File: config.mk
export PLATFORM = sky130hd
export DESIGN_NAME = alarm_set
export DESIGN_NICKNAME = d
export VERILOG_FILES = /design/src/rtl/alarm_set_pkg.sv /design/src/rtl/alarm_set_step.sv /design/src/rtl/alarm_set.sv
export SDC_FILE = /design/constraint.sdc
export NUM_CORES = 1
export LEC_CHECK = 0
export CORE_MARGIN = 4
export CORE_UTILIZATION = 55
export CTS_BUF_LIST = sky130_fd_sc_hd__clkbuf_8
export DETAILED_ROUTE_END_ITERATION = 8
export PLACE_DENSITY = 0.8
export SETUP_SLACK_MARGIN = 0.5
export SLEW_MARGIN = 5
export SYNTH_ARGS = -nofsm -noshare
export SYNTH_HDL_FRONTEND = slang
export SYNTH_SLANG_ARGS = --single-unit
File: constraint.sdc
create_clock -name clk -period 8.58 [get_ports clk]
set_input_delay 2.574 -clock clk [delete_from_list [all_inputs] [get_ports clk]]
set_output_delay 2.574 -clock clk [all_outputs]
set_load 0.02 [all_outputs]
File: src/rtl/alarm_set_pkg.sv
// Shared encodings and BCD limits for the alarm-time writer.
// The button edge helper is reused by every button in alarm_set.
package alarm_set_pkg;

    typedef enum logic [1:0] {
        S_IDLE   = 2'd0,
        S_EDIT   = 2'd1,
        S_COMMIT = 2'd2
    } state_t;

    localparam logic F_HOUR = 1'b0;
    localparam logic F_MIN  = 1'b1;

    localparam logic [7:0] HOUR_MAX = 8'h23;
    localparam logic [7:0] MIN_MAX  = 8'h59;

    function automatic logic rose(input logic now, input logic prev);
        return now & ~prev;
    endfunction

endpackage

File: src/rtl/alarm_set_step.sv
// Combinational BCD field stepper: +1/-1 on one HH or MM field with range wrap.
// Works digit by digit; out-of-range inputs snap to 00 (up) or the maximum (down).
module alarm_set_step
    import alarm_set_pkg::*;
(
    input  logic [7:0] value,
    input  logic       up,
    input  logic       down,
    input  logic       is_hour,
    output logic [7:0] next
);

    logic [7:0] max_s;

    // Per-digit increment/decrement; up and down together leave the field alone
    always_comb begin
        max_s = is_hour ? HOUR_MAX : MIN_MAX;
        next  = value;
        if (up && !down) begin
            if (value >= max_s) begin
                next = 8'h00;
            end else if (value[3:0] >= 4'h9) begin
                next = {value[7:4] + 4'h1, 4'h0};
            end else begin
                next = {value[7:4], value[3:0] + 4'h1};
            end
        end else if (down && !up) begin
            if ((value == 8'h00) || (value > max_s)) begin
                next = max_s;
            end else if (value[3:0] == 4'h0) begin
                next = {value[7:4] - 4'h1, 4'h9};
            end else begin
                next = {value[7:4], value[3:0] - 4'h1};
            end
        end else begin
            next = value;
        end
    end

endmodule

File: src/rtl/alarm_set.sv
// Alarm-time writer: edit a shadow HH:MM with buttons, publish it to alarm on commit.
// Buttons are edge-detected; up/down auto-repeat after a hold delay.
module alarm_set
    import alarm_set_pkg::*;
#(
    parameter logic [15:0] ALARM_INIT   = 16'h0000,
    parameter int          REPEAT_DELAY = 500,
    parameter int          REPEAT_RATE  = 100
) (
    input  logic        clk,
    input  logic        reset,
    input  logic        SPDT_set,
    input  logic        push_u,
    input  logic        push_d,
    input  logic        push_l,
    input  logic        push_r,
    input  logic        push_c,
    output logic [15:0] alarm,
    output logic [15:0] edit_value,
    output logic        edit_field,
    output logic        editing,
    output logic        alarm_changed
);

    localparam int CNT_MAX = (REPEAT_DELAY > REPEAT_RATE) ? REPEAT_DELAY : REPEAT_RATE;
    localparam int CNT_W   = $clog2(CNT_MAX + 2);
    localparam logic [CNT_W-1:0] DELAY_C  = CNT_W'(REPEAT_DELAY);
    localparam logic [CNT_W-1:0] RATE_C   = CNT_W'(REPEAT_RATE);
    localparam logic [CNT_W-1:0] CNT_ZERO = {CNT_W{1'b0}};
    localparam logic [CNT_W-1:0] CNT_ONE  = {{(CNT_W-1){1'b0}}, 1'b1};

    state_t           state_r;
    logic [15:0]      alarm_r;
    logic [15:0]      shadow_r;
    logic             field_r;
    logic             editing_r;
    logic             changed_r;
    logic             u_hist_r;
    logic             d_hist_r;
    logic             l_hist_r;
    logic             r_hist_r;
    logic             c_hist_r;
    logic [CNT_W-1:0] rep_cnt_r;
    logic             rep_on_r;

    logic       u_only_s;
    logic       d_only_s;
    logic       u_rise_s;
    logic       d_rise_s;
    logic       l_rise_s;
    logic       r_rise_s;
    logic       c_rise_s;
    logic       field_evt_s;
    logic       act_rise_s;
    logic       rep_fire_s;
    logic       step_up_s;
    logic       step_dn_s;
    logic [7:0] field_val_s;
    logic [7:0] field_next_s;

    // Button edges, repeat timing and the step request for this cycle
    always_comb begin
        u_only_s    = push_u & ~push_d;
        d_only_s    = push_d & ~push_u;
        u_rise_s    = rose(push_u, u_hist_r);
        d_rise_s    = rose(push_d, d_hist_r);
        l_rise_s    = rose(push_l, l_hist_r);
        r_rise_s    = rose(push_r, r_hist_r);
        c_rise_s    = rose(push_c, c_hist_r);
        field_evt_s = l_rise_s ^ r_rise_s;
        act_rise_s  = (u_only_s & u_rise_s) | (d_only_s & d_rise_s);
        // A zero counter means no armed press, so a button held across edit entry stays silent
        if (rep_cnt_r == CNT_ZERO) begin
            rep_fire_s = 1'b0;
        end else if (rep_on_r) begin
            rep_fire_s = (rep_cnt_r == RATE_C);
        end else begin
            rep_fire_s = (rep_cnt_r == DELAY_C);
        end
        step_up_s   = u_only_s & (u_rise_s | rep_fire_s);
        step_dn_s   = d_only_s & (d_rise_s | rep_fire_s);
        field_val_s = (field_r == F_MIN) ? shadow_r[7:0] : shadow_r[15:8];
    end

    alarm_set_step u_step (
        .value   (field_val_s),
        .up      (step_up_s),
        .down    (step_dn_s),
        .is_hour (field_r == F_HOUR),
        .next    (field_next_s)
    );

    // Edit FSM with registered outputs, button history and repeat counter
    always_ff @(posedge clk or negedge reset) begin
        if (!reset) begin
            state_r   <= S_IDLE;
            alarm_r   <= ALARM_INIT;
            shadow_r  <= ALARM_INIT;
            field_r   <= F_HOUR;
            editing_r <= 1'b0;
            changed_r <= 1'b0;
            u_hist_r  <= 1'b0;
            d_hist_r  <= 1'b0;
            l_hist_r  <= 1'b0;
            r_hist_r  <= 1'b0;
            c_hist_r  <= 1'b0;
            rep_cnt_r <= CNT_ZERO;
            rep_on_r  <= 1'b0;
        end else begin
            u_hist_r  <= push_u;
            d_hist_r  <= push_d;
            l_hist_r  <= push_l;
            r_hist_r  <= push_r;
            c_hist_r  <= push_c;
            changed_r <= 1'b0;
            case (state_r)
                S_IDLE: begin
                    shadow_r  <= alarm_r;
                    rep_cnt_r <= CNT_ZERO;
                    rep_on_r  <= 1'b0;
                    if (SPDT_set) begin
                        state_r   <= S_EDIT;
                        editing_r <= 1'b1;
                        field_r   <= F_HOUR;
                    end else begin
                        state_r   <= S_IDLE;
                        editing_r <= 1'b0;
                    end
                end
                S_EDIT: begin
                    if (!SPDT_set) begin
                        state_r   <= S_IDLE;
                        editing_r <= 1'b0;
                        shadow_r  <= alarm_r;
                        rep_cnt_r <= CNT_ZERO;
                        rep_on_r  <= 1'b0;
                    end else if (c_rise_s) begin
                        state_r   <= S_COMMIT;
                        editing_r <= 1'b0;
                        alarm_r   <= shadow_r;
                        changed_r <= 1'b1;
                        rep_cnt_r <= CNT_ZERO;
                        rep_on_r  <= 1'b0;
                    end else if (field_evt_s) begin
                        field_r   <= r_rise_s ? F_MIN : F_HOUR;
                        rep_cnt_r <= CNT_ZERO;
                        rep_on_r  <= 1'b0;
                    end else begin
                        if (step_up_s || step_dn_s) begin
                            if (field_r == F_MIN) begin
                                shadow_r[7:0] <= field_next_s;
                            end else begin
                                shadow_r[15:8] <= field_next_s;
                            end
                        end
                        if (!(u_only_s || d_only_s)) begin
                            rep_cnt_r <= CNT_ZERO;
                            rep_on_r  <= 1'b0;
                        end else if (act_rise_s) begin
                            rep_cnt_r <= CNT_ONE;
                            rep_on_r  <= 1'b0;
                        end else if (rep_fire_s) begin
                            rep_cnt_r <= CNT_ONE;
                            rep_on_r  <= 1'b1;
                        end else if (rep_cnt_r != CNT_ZERO) begin
                            rep_cnt_r <= rep_cnt_r + CNT_ONE;
                        end else begin
                            rep_cnt_r <= CNT_ZERO;
                        end
                    end
                end
                S_COMMIT: begin
                    rep_cnt_r <= CNT_ZERO;
                    rep_on_r  <= 1'b0;
                    if (SPDT_set) begin
                        state_r   <= S_EDIT;
                        editing_r <= 1'b1;
                    end else begin
                        state_r   <= S_IDLE;
                        editing_r <= 1'b0;
                    end
                end
                default: begin
                    state_r   <= S_IDLE;
                    editing_r <= 1'b0;
                    shadow_r  <= alarm_r;
                    rep_cnt_r <= CNT_ZERO;
                    rep_on_r  <= 1'b0;
                end
            endcase
        end
    end

    assign alarm         = alarm_r;
    assign edit_value    = shadow_r;
    assign edit_field    = field_r;
    assign editing       = editing_r;
    assign alarm_changed = changed_r;

endmodule

# After elaboration in Yosys (flattened, before gate mapping)

Cells that the tools add are included.

Bits in registers: 52
Output and inout port bits: 35

Add/sub/neg operators: 5
Magnitude comparators: 3
Eq/ne operators: 15
Multiplexer cells: 49
Bitwise gates (word level): 23
Reductions and logical operators: 18

Operators by type and width:

| operator                                                              | number |
|---|---|
| 8-bit two-way mux                                                     | 9 |
| 9-bit two-way mux                                                     | 8 |
| 16-bit two-way mux                                                    | 4 |
| 16-bit case mux with 2 select lines                                   | 1 |
| 1-bit two-way mux                                                     | 21 |
| 3-bit inequality test, second input constant                          | 6 |
| 5-bit AND reduction                                                   | 3 |
| 1-bit AND                                                             | 11 |
| 9-bit by 1-bit adder with 9-bit output, second input constant         | 1 |
| 9-bit by 7-bit equality test with 1-bit output, second input constant | 1 |
| 9-bit equality test, second input constant                            | 1 |
| 9-bit zero test                                                       | 1 |
| 9-bit nonzero test                                                    | 1 |
| 4-bit by 1-bit adder with 4-bit output, second input constant         | 2 |
| 8-bit >= comparator                                                   | 1 |
| 8-bit > comparator                                                    | 1 |
| 8-bit zero test                                                       | 1 |
| 2-bit inequality test, second input constant                          | 4 |
| 1-bit inverter                                                        | 8 |
| 4-bit by 1-bit subtractor with 4-bit output, second input constant    | 2 |
| 7-bit two-way mux                                                     | 1 |
| 7-bit inequality test, second input constant                          | 1 |
| 4-bit >= comparator, second input constant                            | 1 |
| 4-bit zero test                                                       | 1 |
| other kinds (14)                                                      | 22 |

# Longest topological paths before layout

Depth in word-level cells: 15
Mapped depth: 13

# By module

From an unflattened synthesis, not the netlist that was laid out.

Cell total of the unflattened synthesis: 333
Area, all modules: 3,171.8 um^2

By module, submodules not included:

| module         | times used | cells an instance | area an instance (um^2) | sequential area each (um^2) |
|---|---|---|---|---|
| alarm_set      | 1          | 227               | 2,418.6                 | 1,301.2 |
| alarm_set_step | 1          | 106               | 753.2                   | 0.0 |

# Worst setup path before layout

Ideal clock, no wire load.

Path kind: input-to-reg
From: in push_u
To: reg shadow_r[3], in the netlist edit_value[3]
Library setup time: 87 ps
Arrival time: 4,247 ps
Required time: 8,493 ps
Setup slack: 4,246 ps
Stages: 7
Path buffers: 0
Cell sequence: inv_1 -> ha_1 -> or2_2 -> a211o_2 -> a41oi_1 -> nor2_1 -> a211oi_2

Word-level cells in the longest chain between the ends: 13
Elaborated cells between the ends (all ways): 22

Ends and longest elaborated chain:

| what                                | line                 | text |
|---|---|---|
| start, declared                     | alarm_set.sv:13      | `input logic push_u,` |
| 1-bit AND                           | alarm_set_pkg.sv:18  | `return now & ~prev;` |
| 1-bit bitwise OR                    | alarm_set.sv:80      | `step_up_s = u_only_s & (u_rise_s \| rep_fire_s);` |
| 1-bit AND                           | alarm_set.sv:80      |  |
| 1-bit zero test                     | alarm_set_step.sv:27 | `end else if (down && !up) begin` |
| 1-bit logical AND                   | alarm_set_step.sv:27 |  |
| 8-bit two-way mux                   | alarm_set_step.sv:27 |  |
| 8-bit two-way mux                   | alarm_set_step.sv:19 | `if (up && !down) begin` |
| 8-bit two-way mux                   | alarm_set.sv:150     | `if (field_r == F_MIN) begin` |
| 16-bit two-way mux                  | alarm_set.sv:149     | `if (step_up_s \|\| step_dn_s) begin` |
| 16-bit two-way mux                  | alarm_set.sv:144     | `end else if (field_evt_s) begin` |
| 16-bit two-way mux                  | alarm_set.sv:137     | `end else if (c_rise_s) begin` |
| 16-bit two-way mux                  | alarm_set.sv:131     | `if (!SPDT_set) begin` |
| 16-bit case mux with 2 select lines | alarm_set.sv:116     | `case (state_r)` |
| end signal, assigned                | alarm_set.sv:118     | `shadow_r <= alarm_r;` |
| end signal, assigned                | alarm_set.sv:134     | `shadow_r <= alarm_r;` |
| end signal, assigned                | alarm_set.sv:151     | `shadow_r[7:0] <= field_next_s;` |
| end, declared                       | alarm_set.sv:34      | `logic [15:0] shadow_r;` |

Parallel ways exist; a longest one is shown, timed or not. The select of a mux whose other input is x is not followed.
A chain may end at the register's enable or synchronous reset.

# Final worst setup path

From: in SPDT_set
To: reg shadow_r[4], in the netlist edit_value[4]

Word-level cells in the longest chain between the ends: 2
Elaborated cells between the ends (all ways): 7

Ends and longest elaborated chain:

| what                                                                                        | line            | text |
|---|---|---|
| start, declared                                                                             | alarm_set.sv:12 | `input logic SPDT_set,` |
| 3-bit inequality test (no line) / 16-bit two-way mux (equally long branches)                | --              |  |
| 5-bit AND reduction (no line) / 16-bit case mux with 2 select lines (equally long branches) | --              |  |

Parallel ways exist; a longest one is shown, timed or not.

==> results by stage <==
Critical path:
- For the worst setup path, the data required time is a little under 9 ns.
- The largest fanout on the critical path is 18.
- The worst register-to-register path has a setup slack of approximately 4.7 ns.
- The destination of the critical timing path is edit_value[4]$_DFFE_PN0P_.
- The launch point of the worst reg-to-reg path is edit_field$_DFFE_PN0P_.
- The depth of the worst register-to-register path is 10.
- The number of buffers and inverters on the critical path is 2.
- The slowest stage of the critical path is the sky130_fd_sc_hd__a41oi_1 cell.
- The worst setup path startpoint is SPDT_set.
- The cell type group with the largest total delay on the critical path is simple AND/OR/NAND/NOR gates.
- The endpoint identified for the worst register-to-register timing path is edit_value[13]$_DFFE_PN0P_.
- The cell type with the highest occurrence count on the critical path is sky130_fd_sc_hd__nor2_1.
- The worst setup path is launched from a primary input.
- STA classifies the critical path endpoint as a register.
- The instance count on the critical path is 9.
- At the worst endpoint, the arrival time is between 5 and 6 ns.
- The signal on the critical path passes through clkdlybuf4s50_1, nand3b_1, nor2_1, buf_4, nor2_1, a41oi_1, nor2_1, a21oi_1, a31oi_1.
- The category of the critical setup timing path is primary input to register.
- The critical path's largest stage delay is about 0.63 ns.

Routing:
- The total number of vias is roughly 2800.
- The detailed router finished its first iteration with about 240 violations.
- Wires add up to around 8.3 mm.
- For this run, design rule violations remaining after detail routing come to 0.
- The number of nets still failing antenna checks after routing is 0.
- The number of iterations in the first detailed-routing pass is 5.
- Using the TritonRoute via totals, the vias-per-cell ratio works out to between 6 and 7.
- After detailed routing, the average wire length per cell comes to 18.2 µm.

Pwr:
- The worst-case IR drop observed on VDD is 220 µV.
- The power per standard cell area is 285 nW/µm².
- The leakage power of the design is 0.00161 µW.

Placed design:
- The detailed placer's ending HPWL is roughly 6.1 mm.
- The placed standard-cell area is approximately 3700 µm².
- Buffers placed on the I/O ports in this run total 42.
- The final weighted congestion in routability-driven placement is a little under 0.9.

Floorplanning:
- 43 I/O pins were placed.
- The height of the die is around 84 µm.
- After floorplanning, the core was sized to cover around 5600 µm².
- In this run the horizontal extent of the chip is ~84 µm.
- The die outline area is slightly above 7000 µm².
- The floorplan row count is 27.
- The starting density of the core is 57.7%.

Logic synthesis:
- During synthesis, Yosys emitted a total of 0 warnings.
- By instance count, the leading cell after synthesis is sky130_fd_sc_hd__dfrtp_1.
- The commonest cells after synthesis are sky130_fd_sc_hd__dfrtp_1, sky130_fd_sc_hd__nor2_1, sky130_fd_sc_hd__nand2_1.
- The cell type with the largest total area after synthesis is sky130_fd_sc_hd__dfrtp_1.
- Yosys mapped a number of flops with a built-in enable equal to 0.
- The dominant synthesized flop cell is sky130_fd_sc_hd__dfrtp_1.
- The cell area that synthesis handed to floorplanning was between 3000 and 4000 µm².
- Counting flops with an async set or reset pin after synthesis yields a share of 100%.
- Synthesis instantiated 67 different standard cells from the library.
- The average cell area after synthesis is ~9.5 µm².
- The number of nets handed over by synthesis was 360.
- Sorting the synthesized cells by area gives the leading types as sky130_fd_sc_hd__dfrtp_1, sky130_fd_sc_hd__mux2_2, sky130_fd_sc_hd__ha_1.
- The number of instances in the synthesized netlist is 340.
- The top-area cell type share of the netlist area is between 40% and 50%.
- The share of the yosys chip area belonging to registers is between 40% and 50%.
- In this run, synthesis produced a sequential element count of 52.

Timing:
- Setup repair after global routing left no endpoint under its margin.
- The remaining max-slew budget at the tightest pin is around half.
- The setup TNS is 0 ns.
- Setup violations remaining at the end of the flow were counted as 0.
- The final hold violation count is 0.
- The slew of the pin with the lowest slew margin is about 0.73 ns.
- Counting I/O delays and the setup requirement, the final critical path takes between 4 and 5 ns.
- In the finished design, the share of the clock period the worst path needs comes to between 50% and 60%.
- The maximum clock rate is between 0.2 and 0.25 GHz.
- The number of max-slew violations in the final report came to 0.
- The clock arrives with between 0.008 and 0.009 ns of skew.

Global routing:
- The total global routing overflow is 0.
- The global-route usage over all layers is between 20% and 30%.
- The first global-routing pass estimated ~14 mm of wire.
- The number of antenna violations at the first check in global routing is 0.
- The maximum number of pins on one net before global-route repair is 53.
- The via count of the first global-routing pass is 2808.

Clock tree:
- The post-CTS setup buffer count is 0.
- The clock tree root driver cell is sky130_fd_sc_hd__clkbuf_8.
- CTS built an H-tree with a depth of 2.
- The number of clock buffers added by TritonCTS is 5.
- The number of hold-repair buffers added at the cts stage is 0.
- The number of gates resized after CTS was 0.
- The clock reaches the later pin of the worst-skew pair after roughly 0.31 ns.
- The clock net in this run drives a total of 52 sinks.
- The TritonCTS clock tree is done.
- The maximum clock path buffer count is 2.
- After clock tree synthesis, the clock-pin slew on the worst setup and hold paths is ~0.10 ns.

Layout:
- With fillers left out, the area of the finished cells amounts to approximately 3800 µm².
- The layout net count is around 400.
- The synthesis-to-layout area growth is 17.8%.
- The number of antenna diodes in the final layout is 0.
- The number of inserted filler cells in the final layout is ~460.
- The fraction of layout instances using a drive strength above 1 is between 10% and 20%.

Hold path:
- The tightest min-delay check is of the register to register type.

Job:
- Max-cap violations in this run came to 0.

Run status:
- The run finished with clean final reports.
layer usage:
metal / wire length (µm) / global-route usage [%] / vias up
met3: 492 / 4.02 / 15
met5: 0 / 0 / -
li1: - / - / 1346
met2: 4040 / 39.6 / 105
met1: 3650 / 33.5 / 1369
met4: 134 / 6.04 / 0
cell type report:
class | instances | area [µm²] | share of cell area [%]
Multi-Input combinational cell | 265 | 1810 | 47.8
Sequential cell | 52 | 1300 | 34.4
Timing Repair Buffer | 46 | 445 | 11.8
Tap cell | 72 | 90.1 | 2.38
Clock buffer | 5 | 68.8 | 1.82
Inverter | 14 | 52.6 | 1.39
Clock inverter | 3 | 17.5 | 0.463
power breakdown:
group          switching [µW]  leakage, µW  total [µW]  internal [µW]
clock network            80.6    0.0000497         138           57.1
registers                76.6     0.000666         383            306
logic                     310     0.000891         560            250
cell usage in the layout (no fill, tap or decap), types with 6 or more instances in the layout:
master | netlist | final
sky130_fd_sc_hd__nor2_1 | 40 | 40
sky130_fd_sc_hd__o21ai_0 | 13 | 13
sky130_fd_sc_hd__inv_1 | 14 | 15
sky130_fd_sc_hd__clkdlybuf4s50_1 | 0 | 41
sky130_fd_sc_hd__a21oi_1 | 15 | 15
sky130_fd_sc_hd__nor3_1 | 7 | 7
sky130_fd_sc_hd__ha_1 | 12 | 12
sky130_fd_sc_hd__nand2_1 | 35 | 35
sky130_fd_sc_hd__nand2b_1 | 7 | 7
sky130_fd_sc_hd__nand3_1 | 9 | 9
sky130_fd_sc_hd__o221ai_1 | 6 | 6
sky130_fd_sc_hd__mux2i_1 | 7 | 7
sky130_fd_sc_hd__mux2_2 | 18 | 18
sky130_fd_sc_hd__dfrtp_1 | 52 | 52
stage by stage:
stage / utilization (%) / total power (µW) / cells / hold WS, ns / setup WS [ns]
floorplan: - / 712 / 340 / 0.472 / 4.25
global placement: 66.4 / 931 / 449 / 0.505 / 3.42
detailed placement: 66.4 / 941 / 449 / 0.514 / 3.31
CTS: 67.9 / 1080 / 457 / 0.526 / 3.61
global route: 67.9 / 1160 / 457 / 0.565 / 3.39
finish: 67.9 / 1080 / 457 / 0.522 / 3.60
cells by family after synthesis:
logic type | Yosys count | share of synthesized area [%]
AO/OA/AOI/OAI | 83 | 19.3
XOR/XNOR | 10 | 2.72
adder cells (fa/ha/maj) | 12 | 4.67
buffers and inverters | 23 | 3.15
flip-flops | 52 | 40.5
multiplexers | 25 | 8.49
AND/OR/NAND/NOR | 135 | 21.2
worst min path at each step:
stage,start,endpoint,slack [ns],depth (start not counted)
floorplan,rep_on_r$_DFFE_PN0P_,rep_on_r$_DFFE_PN0P_,0.47,2
global placement,state_r[0]$_DFFE_PN0P_,editing$_DFFE_PN0P_,0.51,1
detailed placement,state_r[0]$_DFFE_PN0P_,editing$_DFFE_PN0P_,0.51,1
CTS,state_r[0]$_DFFE_PN0P_,editing$_DFFE_PN0P_,0.53,1
global route,state_r[0]$_DFFE_PN0P_,editing$_DFFE_PN0P_,0.57,1
finish,state_r[0]$_DFFE_PN0P_,editing$_DFFE_PN0P_,0.52,1
sequential cells by signal, summed over array words and instances, names as in the netlist:
| register | cells |
|---|---|
| alarm_changed | 1 |
| state_r | 2 |
| r_hist_r | 1 |
| rep_on_r | 1 |
| edit_value | 16 |
| edit_field | 1 |
| l_hist_r | 1 |
| d_hist_r | 1 |
| u_hist_r | 1 |
| c_hist_r | 1 |
| alarm | 16 |
| rep_cnt_r | 9 |
| editing | 1 |
Note: power is estimated with default switching activity, not from simulation.
